===== src/rtl/lsu_pkg.sv =====
// lsu_pkg: shared definitions for the load/store unit.
//   - RV32I funct3 encodings for loads/stores (F3_*)
//   - FSM state encoding (lsu_state_e)
//   - default byte address of the print/console MMIO word
//   - small funct3 decode helpers
package lsu_pkg;

   localparam logic [2:0] F3_B  = 3'b000;
   localparam logic [2:0] F3_H  = 3'b001;
   localparam logic [2:0] F3_W  = 3'b010;
   localparam logic [2:0] F3_BU = 3'b100;
   localparam logic [2:0] F3_HU = 3'b101;

   localparam logic [31:0] LSU_PRINT_ADDR = 32'h3800_040c;

   typedef enum logic [1:0] {
      StIdle = 2'd0,
      StReq  = 2'd1,
      StWait = 2'd2,
      StDone = 2'd3
   } lsu_state_e;

   function automatic logic f3_is_byte(logic [2:0] f3);
      return (f3 == F3_B) || (f3 == F3_BU);
   endfunction

   function automatic logic f3_is_half(logic [2:0] f3);
      return (f3 == F3_H) || (f3 == F3_HU);
   endfunction

   // 011/110/111 are not RV32I load/store widths.
   function automatic logic f3_unsupported(logic [2:0] f3);
      return !(f3 inside {F3_B, F3_H, F3_W, F3_BU, F3_HU});
   endfunction

endpackage


===== src/rtl/lsu_load_align.sv =====
// lsu_load_align: combinational load-data aligner.
// Ports:
//   rdata_i   32  raw word returned by the data memory
//   funct3_i   3  captured load funct3
//   offset_i   2  captured byte offset within the word
//   data_o    32  selected byte/halfword, sign- or zero-extended; whole word otherwise
module lsu_load_align
   import lsu_pkg::*;
(
   input  logic [31:0] rdata_i,
   input  logic [2:0]  funct3_i,
   input  logic [1:0]  offset_i,
   output logic [31:0] data_o
);

   logic [7:0]  byte_sel;
   logic [15:0] half_sel;

   always_comb begin
      unique case (offset_i)
         2'd0: byte_sel = rdata_i[7:0];
         2'd1: byte_sel = rdata_i[15:8];
         2'd2: byte_sel = rdata_i[23:16];
         2'd3: byte_sel = rdata_i[31:24];
      endcase

      half_sel = offset_i[1] ? rdata_i[31:16] : rdata_i[15:0];

      // Unsupported encodings fall through to a full-word load.
      case (funct3_i)
         F3_B:    data_o = {{24{byte_sel[7]}}, byte_sel};
         F3_BU:   data_o = {24'h0, byte_sel};
         F3_H:    data_o = {{16{half_sel[15]}}, half_sel};
         F3_HU:   data_o = {16'h0, half_sel};
         default: data_o = rdata_i;
      endcase
   end

endmodule


===== src/rtl/load_store_unit.sv =====
// load_store_unit: core-side initiator for the data-memory req/gnt/rvalid interface.
// Takes one load/store from EX, drives word address, byte enables and lane-replicated
// store data, aligns/extends load data, and stalls the pipeline until completion.
// Ports:
//   CLK, RESET_N                     clock, asynchronous active-low reset
//   EX_VALID/EX_MRD/EX_MWRT          access request, load, store
//   EX_FUNC3, EX_ADDR, EX_WDATA      width/sign, byte address, right-aligned store data
//   STALL                            pipeline must hold EX inputs
//   WB_VALID, WB_DATA                completion pulse, extended load data (0 for stores)
//   MISALIGN, BUS_ERR                rejected-access pulse, timeout-abort pulse
//   PRINT_EN, PRINT_VAL              store to the print MMIO word and its data
//   MEM_REQ/WE/ADDR/BE/WDATA         request side of the memory interface
//   MEM_GNT, MEM_RVALID, MEM_RDATA   response side of the memory interface
// Build option: define LSU_TIMEOUT_EN to abort accesses that wait TIMEOUT_CYCLES cycles
// in REQ or WAIT; without it the unit waits forever and BUS_ERR is tied low.
module load_store_unit
   import lsu_pkg::*;
#(
   parameter int unsigned       ADDR_W         = 32,
   parameter logic [ADDR_W-1:0] PRINT_ADDR     = ADDR_W'(LSU_PRINT_ADDR),
   parameter int unsigned       TIMEOUT_CYCLES = 255
) (
   input  logic              CLK,
   input  logic              RESET_N,
   input  logic              EX_VALID,
   input  logic              EX_MRD,
   input  logic              EX_MWRT,
   input  logic [2:0]        EX_FUNC3,
   input  logic [ADDR_W-1:0] EX_ADDR,
   input  logic [31:0]       EX_WDATA,
   output logic              STALL,
   output logic              WB_VALID,
   output logic [31:0]       WB_DATA,
   output logic              MISALIGN,
   output logic              BUS_ERR,
   output logic              PRINT_EN,
   output logic [31:0]       PRINT_VAL,
   output logic              MEM_REQ,
   output logic              MEM_WE,
   output logic [ADDR_W-3:0] MEM_ADDR,
   output logic [3:0]        MEM_BE,
   output logic [31:0]       MEM_WDATA,
   input  logic              MEM_GNT,
   input  logic              MEM_RVALID,
   input  logic [31:0]       MEM_RDATA
);

   lsu_state_e        state_q, state_d;
   logic [2:0]        funct3_q, funct3_d;
   logic [1:0]        off_q, off_d;
   logic              we_q, we_d;
   logic [ADDR_W-3:0] addr_q, addr_d;
   logic [3:0]        be_q, be_d;
   logic [31:0]       wdata_q, wdata_d;
   logic              print_hit_q, print_hit_d;
   logic [31:0]       wb_data_q, wb_data_d;
   logic              misalign_q, misalign_d;
   logic              print_en_q, print_en_d;
   logic [31:0]       print_val_q, print_val_d;

   logic        access, is_b, is_h, unsup_st, misaligned;
   logic [3:0]  be_new;
   logic [31:0] wdata_new;
   logic [31:0] load_data;
   logic        abort;
   logic        mem_req;

   lsu_load_align u_load_align (
      .rdata_i  (MEM_RDATA),
      .funct3_i (funct3_q),
      .offset_i (off_q),
      .data_o   (load_data)
   );

   // Request decode from the EX inputs.
   always_comb begin
      access   = EX_VALID & (EX_MRD | EX_MWRT);
      is_b     = f3_is_byte(EX_FUNC3);
      is_h     = f3_is_half(EX_FUNC3);
      // Unsupported-width stores complete silently without touching memory.
      unsup_st = EX_MWRT & f3_unsupported(EX_FUNC3);
      misaligned = ~unsup_st & ((is_h & EX_ADDR[0]) |
                                (~is_b & ~is_h & (EX_ADDR[1:0] != 2'b00)));
      if (is_b) begin
         be_new    = 4'b0001 << EX_ADDR[1:0];
         wdata_new = {4{EX_WDATA[7:0]}};
      end else if (is_h) begin
         be_new    = 4'b0011 << EX_ADDR[1:0];
         wdata_new = {2{EX_WDATA[15:0]}};
      end else begin
         be_new    = 4'b1111;
         wdata_new = EX_WDATA;
      end
   end

`ifdef LSU_TIMEOUT_EN
   localparam logic [7:0] TMO_LAST = 8'(TIMEOUT_CYCLES - 1);

   logic [7:0] tmo_cnt_q, tmo_cnt_d;
   logic       bus_err_q, bus_err_d;

   // Abort on the last allowed cycle unless the awaited handshake arrives in it.
   assign abort = (tmo_cnt_q == TMO_LAST) &
                  (((state_q == StReq) & ~MEM_GNT) | ((state_q == StWait) & ~MEM_RVALID));

   always_comb begin
      bus_err_d = abort;
      // Clears on every entry to REQ/WAIT, counts while the state is held.
      tmo_cnt_d = 8'd0;
      if (((state_q == StReq) || (state_q == StWait)) && (state_d == state_q)) begin
         tmo_cnt_d = tmo_cnt_q + 8'd1;
      end
   end

   always_ff @(posedge CLK or negedge RESET_N) begin
      if (!RESET_N) begin
         tmo_cnt_q <= 8'd0;
         bus_err_q <= 1'b0;
      end else begin
         tmo_cnt_q <= tmo_cnt_d;
         bus_err_q <= bus_err_d;
      end
   end

   assign BUS_ERR = bus_err_q;
`else
   assign abort   = 1'b0;
   assign BUS_ERR = 1'b0;
`endif

   always_comb begin
      state_d     = state_q;
      funct3_d    = funct3_q;
      off_d       = off_q;
      we_d        = we_q;
      addr_d      = addr_q;
      be_d        = be_q;
      wdata_d     = wdata_q;
      print_hit_d = print_hit_q;
      print_val_d = print_val_q;
      wb_data_d   = 32'h0;
      misalign_d  = 1'b0;
      print_en_d  = 1'b0;

      unique case (state_q)
         StIdle: begin
            if (access) begin
               if (misaligned) begin
                  misalign_d = 1'b1;
               end else if (unsup_st) begin
                  state_d = StDone;
               end else begin
                  state_d     = StReq;
                  funct3_d    = EX_FUNC3;
                  off_d       = EX_ADDR[1:0];
                  we_d        = EX_MWRT;
                  addr_d      = EX_ADDR[ADDR_W-1:2];
                  be_d        = be_new;
                  wdata_d     = EX_MWRT ? wdata_new : 32'h0;
                  print_hit_d = EX_MWRT & (EX_ADDR[ADDR_W-1:2] == PRINT_ADDR[ADDR_W-1:2]);
               end
            end
         end
         StReq: begin
            if (abort) begin
               state_d = StIdle;
            end else if (MEM_GNT) begin
               if (we_q) begin
                  state_d    = StDone;
                  print_en_d = print_hit_q;
                  // EX_WDATA is still held by the stall; keep it unreplicated.
                  if (print_hit_q) begin
                     print_val_d = EX_WDATA;
                  end
               end else if (MEM_RVALID) begin
                  state_d   = StDone;
                  wb_data_d = load_data;
               end else begin
                  state_d = StWait;
               end
            end
         end
         StWait: begin
            if (abort) begin
               state_d = StIdle;
            end else if (MEM_RVALID) begin
               state_d   = StDone;
               wb_data_d = load_data;
            end
         end
         StDone: begin
            state_d = StIdle;
         end
         default: begin
            state_d = StIdle;
         end
      endcase
   end

   always_ff @(posedge CLK or negedge RESET_N) begin
      if (!RESET_N) begin
         state_q     <= StIdle;
         funct3_q    <= 3'h0;
         off_q       <= 2'h0;
         we_q        <= 1'b0;
         addr_q      <= '0;
         be_q        <= 4'h0;
         wdata_q     <= 32'h0;
         print_hit_q <= 1'b0;
         wb_data_q   <= 32'h0;
         misalign_q  <= 1'b0;
         print_en_q  <= 1'b0;
         print_val_q <= 32'h0;
      end else begin
         state_q     <= state_d;
         funct3_q    <= funct3_d;
         off_q       <= off_d;
         we_q        <= we_d;
         addr_q      <= addr_d;
         be_q        <= be_d;
         wdata_q     <= wdata_d;
         print_hit_q <= print_hit_d;
         wb_data_q   <= wb_data_d;
         misalign_q  <= misalign_d;
         print_en_q  <= print_en_d;
         print_val_q <= print_val_d;
      end
   end

   // Memory-side fields are only driven while a request is outstanding.
   assign mem_req   = (state_q == StReq);
   assign MEM_REQ   = mem_req;
   assign MEM_WE    = mem_req & we_q;
   assign MEM_ADDR  = mem_req ? addr_q : '0;
   assign MEM_BE    = mem_req ? be_q : 4'h0;
   assign MEM_WDATA = mem_req ? wdata_q : 32'h0;

   // Released in DONE so the pipeline advances on the completion edge.
   assign STALL     = (state_q == StReq) | (state_q == StWait) | ((state_q == StIdle) & access);
   assign WB_VALID  = (state_q == StDone);
   assign WB_DATA   = wb_data_q;
   assign MISALIGN  = misalign_q;
   assign PRINT_EN  = print_en_q;
   assign PRINT_VAL = print_val_q;

endmodule


===== config.mk =====
export PLATFORM = sky130hd
export DESIGN_NAME = load_store_unit
export DESIGN_NICKNAME = d
export VERILOG_FILES = /design/src/rtl/lsu_pkg.sv /design/src/rtl/lsu_load_align.sv /design/src/rtl/load_store_unit.sv
export SDC_FILE = /design/constraint.sdc
export NUM_CORES = 1
export LEC_CHECK = 0
export CAP_MARGIN = 20
export CORE_ASPECT_RATIO = 1.4
export CORE_MARGIN = 1
export CORE_UTILIZATION = 40
export DETAILED_ROUTE_END_ITERATION = 8
export PLACE_DENSITY = 0.82
export SYNTH_ARGS = -nofsm -noshare
export SYNTH_HDL_FRONTEND = slang
export SYNTH_HIERARCHICAL = 1
export SYNTH_SLANG_ARGS = --single-unit

===== constraint.sdc =====
create_clock -name CLK -period 1.75 [get_ports CLK]
set_clock_uncertainty 0.15 [all_clocks]
set_input_delay 0.2625 -clock CLK [delete_from_list [all_inputs] [get_ports CLK]]
set_output_delay 0.2625 -clock CLK [all_outputs]
set_load 0.005 [all_outputs]

==> metrics.md <==
| Metric | Value |
|---|---|
| Top Layer Used | `met4` |
| RePlAce Congestion | `0.8595` |
| Clk_lat worst skew | `410 ps` |
| P&R area growth vs syn | `81.39%` |
| Critical path class | `reg2out` |
| PortBufs | `241` |
| Max clock buf depth | `2` |
| Setup violators final | `210` |
| TritonCTS clock tree | `done` |
| Worst-Margin Slew | `630.7 ps` |
| Metal2 WL | `14,960 µm` |
| Final WS setup | `-454.6 ps` |
| Commonest non-fill, non-tap cell in the layout | `clkdlybuf4s50_1` |
| Most frequent cells in the layout | `clkdlybuf4s50_1 (155), dfrtp_1 (141), nand2_1 (79)` |
| Peak supply drop | `715.7 µV` |
| Post-layout minimum cycle time | `2205 ps` |
| Synth Instances | `681` |
| Horiz. Die Dim | `113.5 µm` |
| Max-cap violations | `0` |
| Hold crit path type | `in2async` |
| Ys async rst share | `100.0%` |
| Vias | `6,803` |
| DR WL/cell | `21.66 µm` |
| Initial Utilization | `41.21%` |
| Clk pin slew, worst setup/hold paths | `60 ps` |
| Ratio of cells with drive above 1 in the final layout | `45.15%` |
| Vias per cell | `5.298` |
| Worst Hold Slack | `191.0 ps` |
| First-pass GRT wire length | `39,470 µm` |
| Cts bufs inserted | `17` |
| Status | `finished with violations` |
| H-tree depth | `4` |
| Die area | `17,940 µm²` |
| Routed WL | `27,810 µm` |
| Met3 WL post-DR | `1623 µm` |
| Worst setup EP type | `output pin` |
| Leakage | `6.295 nW` |
| Ys flop type | `dfrtp_1` |
| Antenna Nets Post-Route | `0` |
| Seq/Total Area, Yosys | `50.70%` |
| HPWL Detailed | `15,730 µm` |
| Rel. slew slack | `57.87%` |
| Tot GR Track Use | `29.63%` |
| Crit path DAT | `1790 ps` |
| Placed cell count | `1,188` |
| Root buffer cell | `clkbuf_16` |
| Syn Area/Cell | `10.22 µm²` |
| Finished Layout Cells | `1,284` |
| Pre-CTS setup slack | `-694.1 ps` |
| DR iter-0 viols | `350` |
| Initial antenna violation count | `0` |
| Post-Route M1 WL | `9772 µm` |
| Clock sinks | `141` |
| Syn_nets | `795` |
| Slew Limit Fails | `0` |
| Failing checks | `negative setup slack` |
| Largest net degree at the start of global routing | `41` |
| IO Count | `243` |
| # diodes | `0` |
| Drt pass-1 iters | `5` |
| Fmax | `453.6 MHz` |
| Final Cycle Share | `126.0%` |
| Fin util | `74.76%` |
| Number of global-route vias before repair | `7,178` |
| Remaining Overflow, GRT | `0` |
| Netlist cell types | `56` |
| Post-synth EDFFs | `0` |
| Mapped Area | `6959 µm²` |
| Pwr dens | `1484 nW/µm²` |
| Die height | `158.1 µm` |
| Row cnt | `56` |
| Startpoint types | `flip-flop` |
| Synth Warn # | `6` |
| # DRC | `0` |
| Core Area | `16,890 µm²` |
| Post-synthesis register bit count | `141` |
| Critical Path RT | `1340 ps` |
| Final-report hold violation count | `0` |
| CP max FO | `5` |
| RSZ-0062 raised after global routing | `yes` |
| Fin nets | `1,154` |
per-layer routing:
metal,track usage (%),vias up
li1,-,3028
met1,30.41,3342
met2,54.01,338
met3,6.087,95
met4,19.99,0
met5,0,-
logic make-up after synthesis:
| family | count (synthesis) | synth area share (%) |
|---|---|---|
| AO/OA/AOI/OAI | 111 | 12.06 |
| flip-flops | 141 | 50.70 |
| AND/OR/NAND/NOR | 297 | 21.36 |
| multiplexers | 65 | 10.52 |
| buffers and inverters | 58 | 3.866 |
| adder cells (fa/ha/maj) | 8 | 1.438 |
| other | 1 | 0.05389 |
synth_stat cells, types with 7 or more instances:
cell         n  area (µm²)
a221o_1      9       90.09
mux2i_1     26       260.3
o31ai_1      8       60.06
clkbuf_1    26       97.59
a21o_1      19       142.6
nand2_1    152       570.6
a22oi_1      7       52.55
ha_1         8       100.1
buf_2       14       70.07
nor2_1       8       30.03
inv_1       10       37.54
and2_1     100       625.6
dfrtp_1    141        3528
a22o_1       8       70.07
nand2b_1     9       56.30
mux2_2      29       326.6
o21ai_0     20       100.1
o21ai_1      8       40.04
o2bb2ai_1   16       140.1
worst max-delay path: stages (launching register included):
cell and delay (ps):
dfrtp_1 360, inv_2 60, ha_4 190, buf_6 130, buf_12 130, buf_12 130, buf_12 120, and2_4 130
buf_6 110
cell type report:
cell class / instances / area [µm²]
Clock buffer: 18 / 439.2
Clock inverter: 13 / 118.9
Fill cell: 1091 / 4263
Inverter: 10 / 40.04
Multi-Input combinational cell: 485 / 4025
Sequential cell: 141 / 3528
Tap cell: 232 / 290.3
Timing Repair Buffer: 385 / 4182
registers in the layout (all words and copies together), names as in the netlist:
name         flops
state_q          2
addr_q          30
funct3_q         3
print_hit_q      1
wdata_q         32
PRINT_VAL       32
be_q             4
PRINT_EN         1
off_q            2
we_q             1
WB_DATA         32
MISALIGN         1
metrics by stage:
step	area, µm²	total power [mW]	setup TNS [ps]
after floorplan	7132	8.631	-3411
after global routing	12620	19.60	-75280
final	12620	18.73	-61810
after CTS	12200	17.96	-68710
after global placement	10290	12.04	-61680
after detailed placement	10290	12.25	-66760
path summary, 6_finish.rpt:
path                                                 from                         to  slack [ps]  depth (start not counted)
worst max-delay path               state_q[1]$_DFFE_PN0P_               MEM_WDATA[9]        -450                          8
worst min-delay path                              RESET_N     addr_q[16]$_DFFE_PN0P_         190                          2
worst max register to register     state_q[1]$_DFFE_PN0P_     state_q[0]$_DFFE_PN0P_        -410                          9
worst min register to register  PRINT_VAL[26]$_DFFE_PN0P_  PRINT_VAL[26]$_DFFE_PN0P_         320                          2
max in group asynchronous                         RESET_N  PRINT_VAL[26]$_DFFE_PN0P_         730                          3
min in group CLK                             EX_WDATA[28]  PRINT_VAL[28]$_DFFE_PN0P_         280                          3
where the power goes:
| part | switching [mW] | internal (mW) |
|---|---|---|
| combinational | 3.92 | 5.96 |
| clock | 1.48 | 1.99 |
| sequential | 0.884 | 4.50 |
what timing repair did:
action / in CTS / in global routing
pin swaps: 75 / 75
cloned: 25 / 1
endpoints found under the hold margin: 141 / 0
endpoints found under the setup margin: 193 / 217
hold buffers: 1 / 0
buffers inserted: 36 / 22
resized for setup: 415 / 219
(Power assumes the default switching activity.)
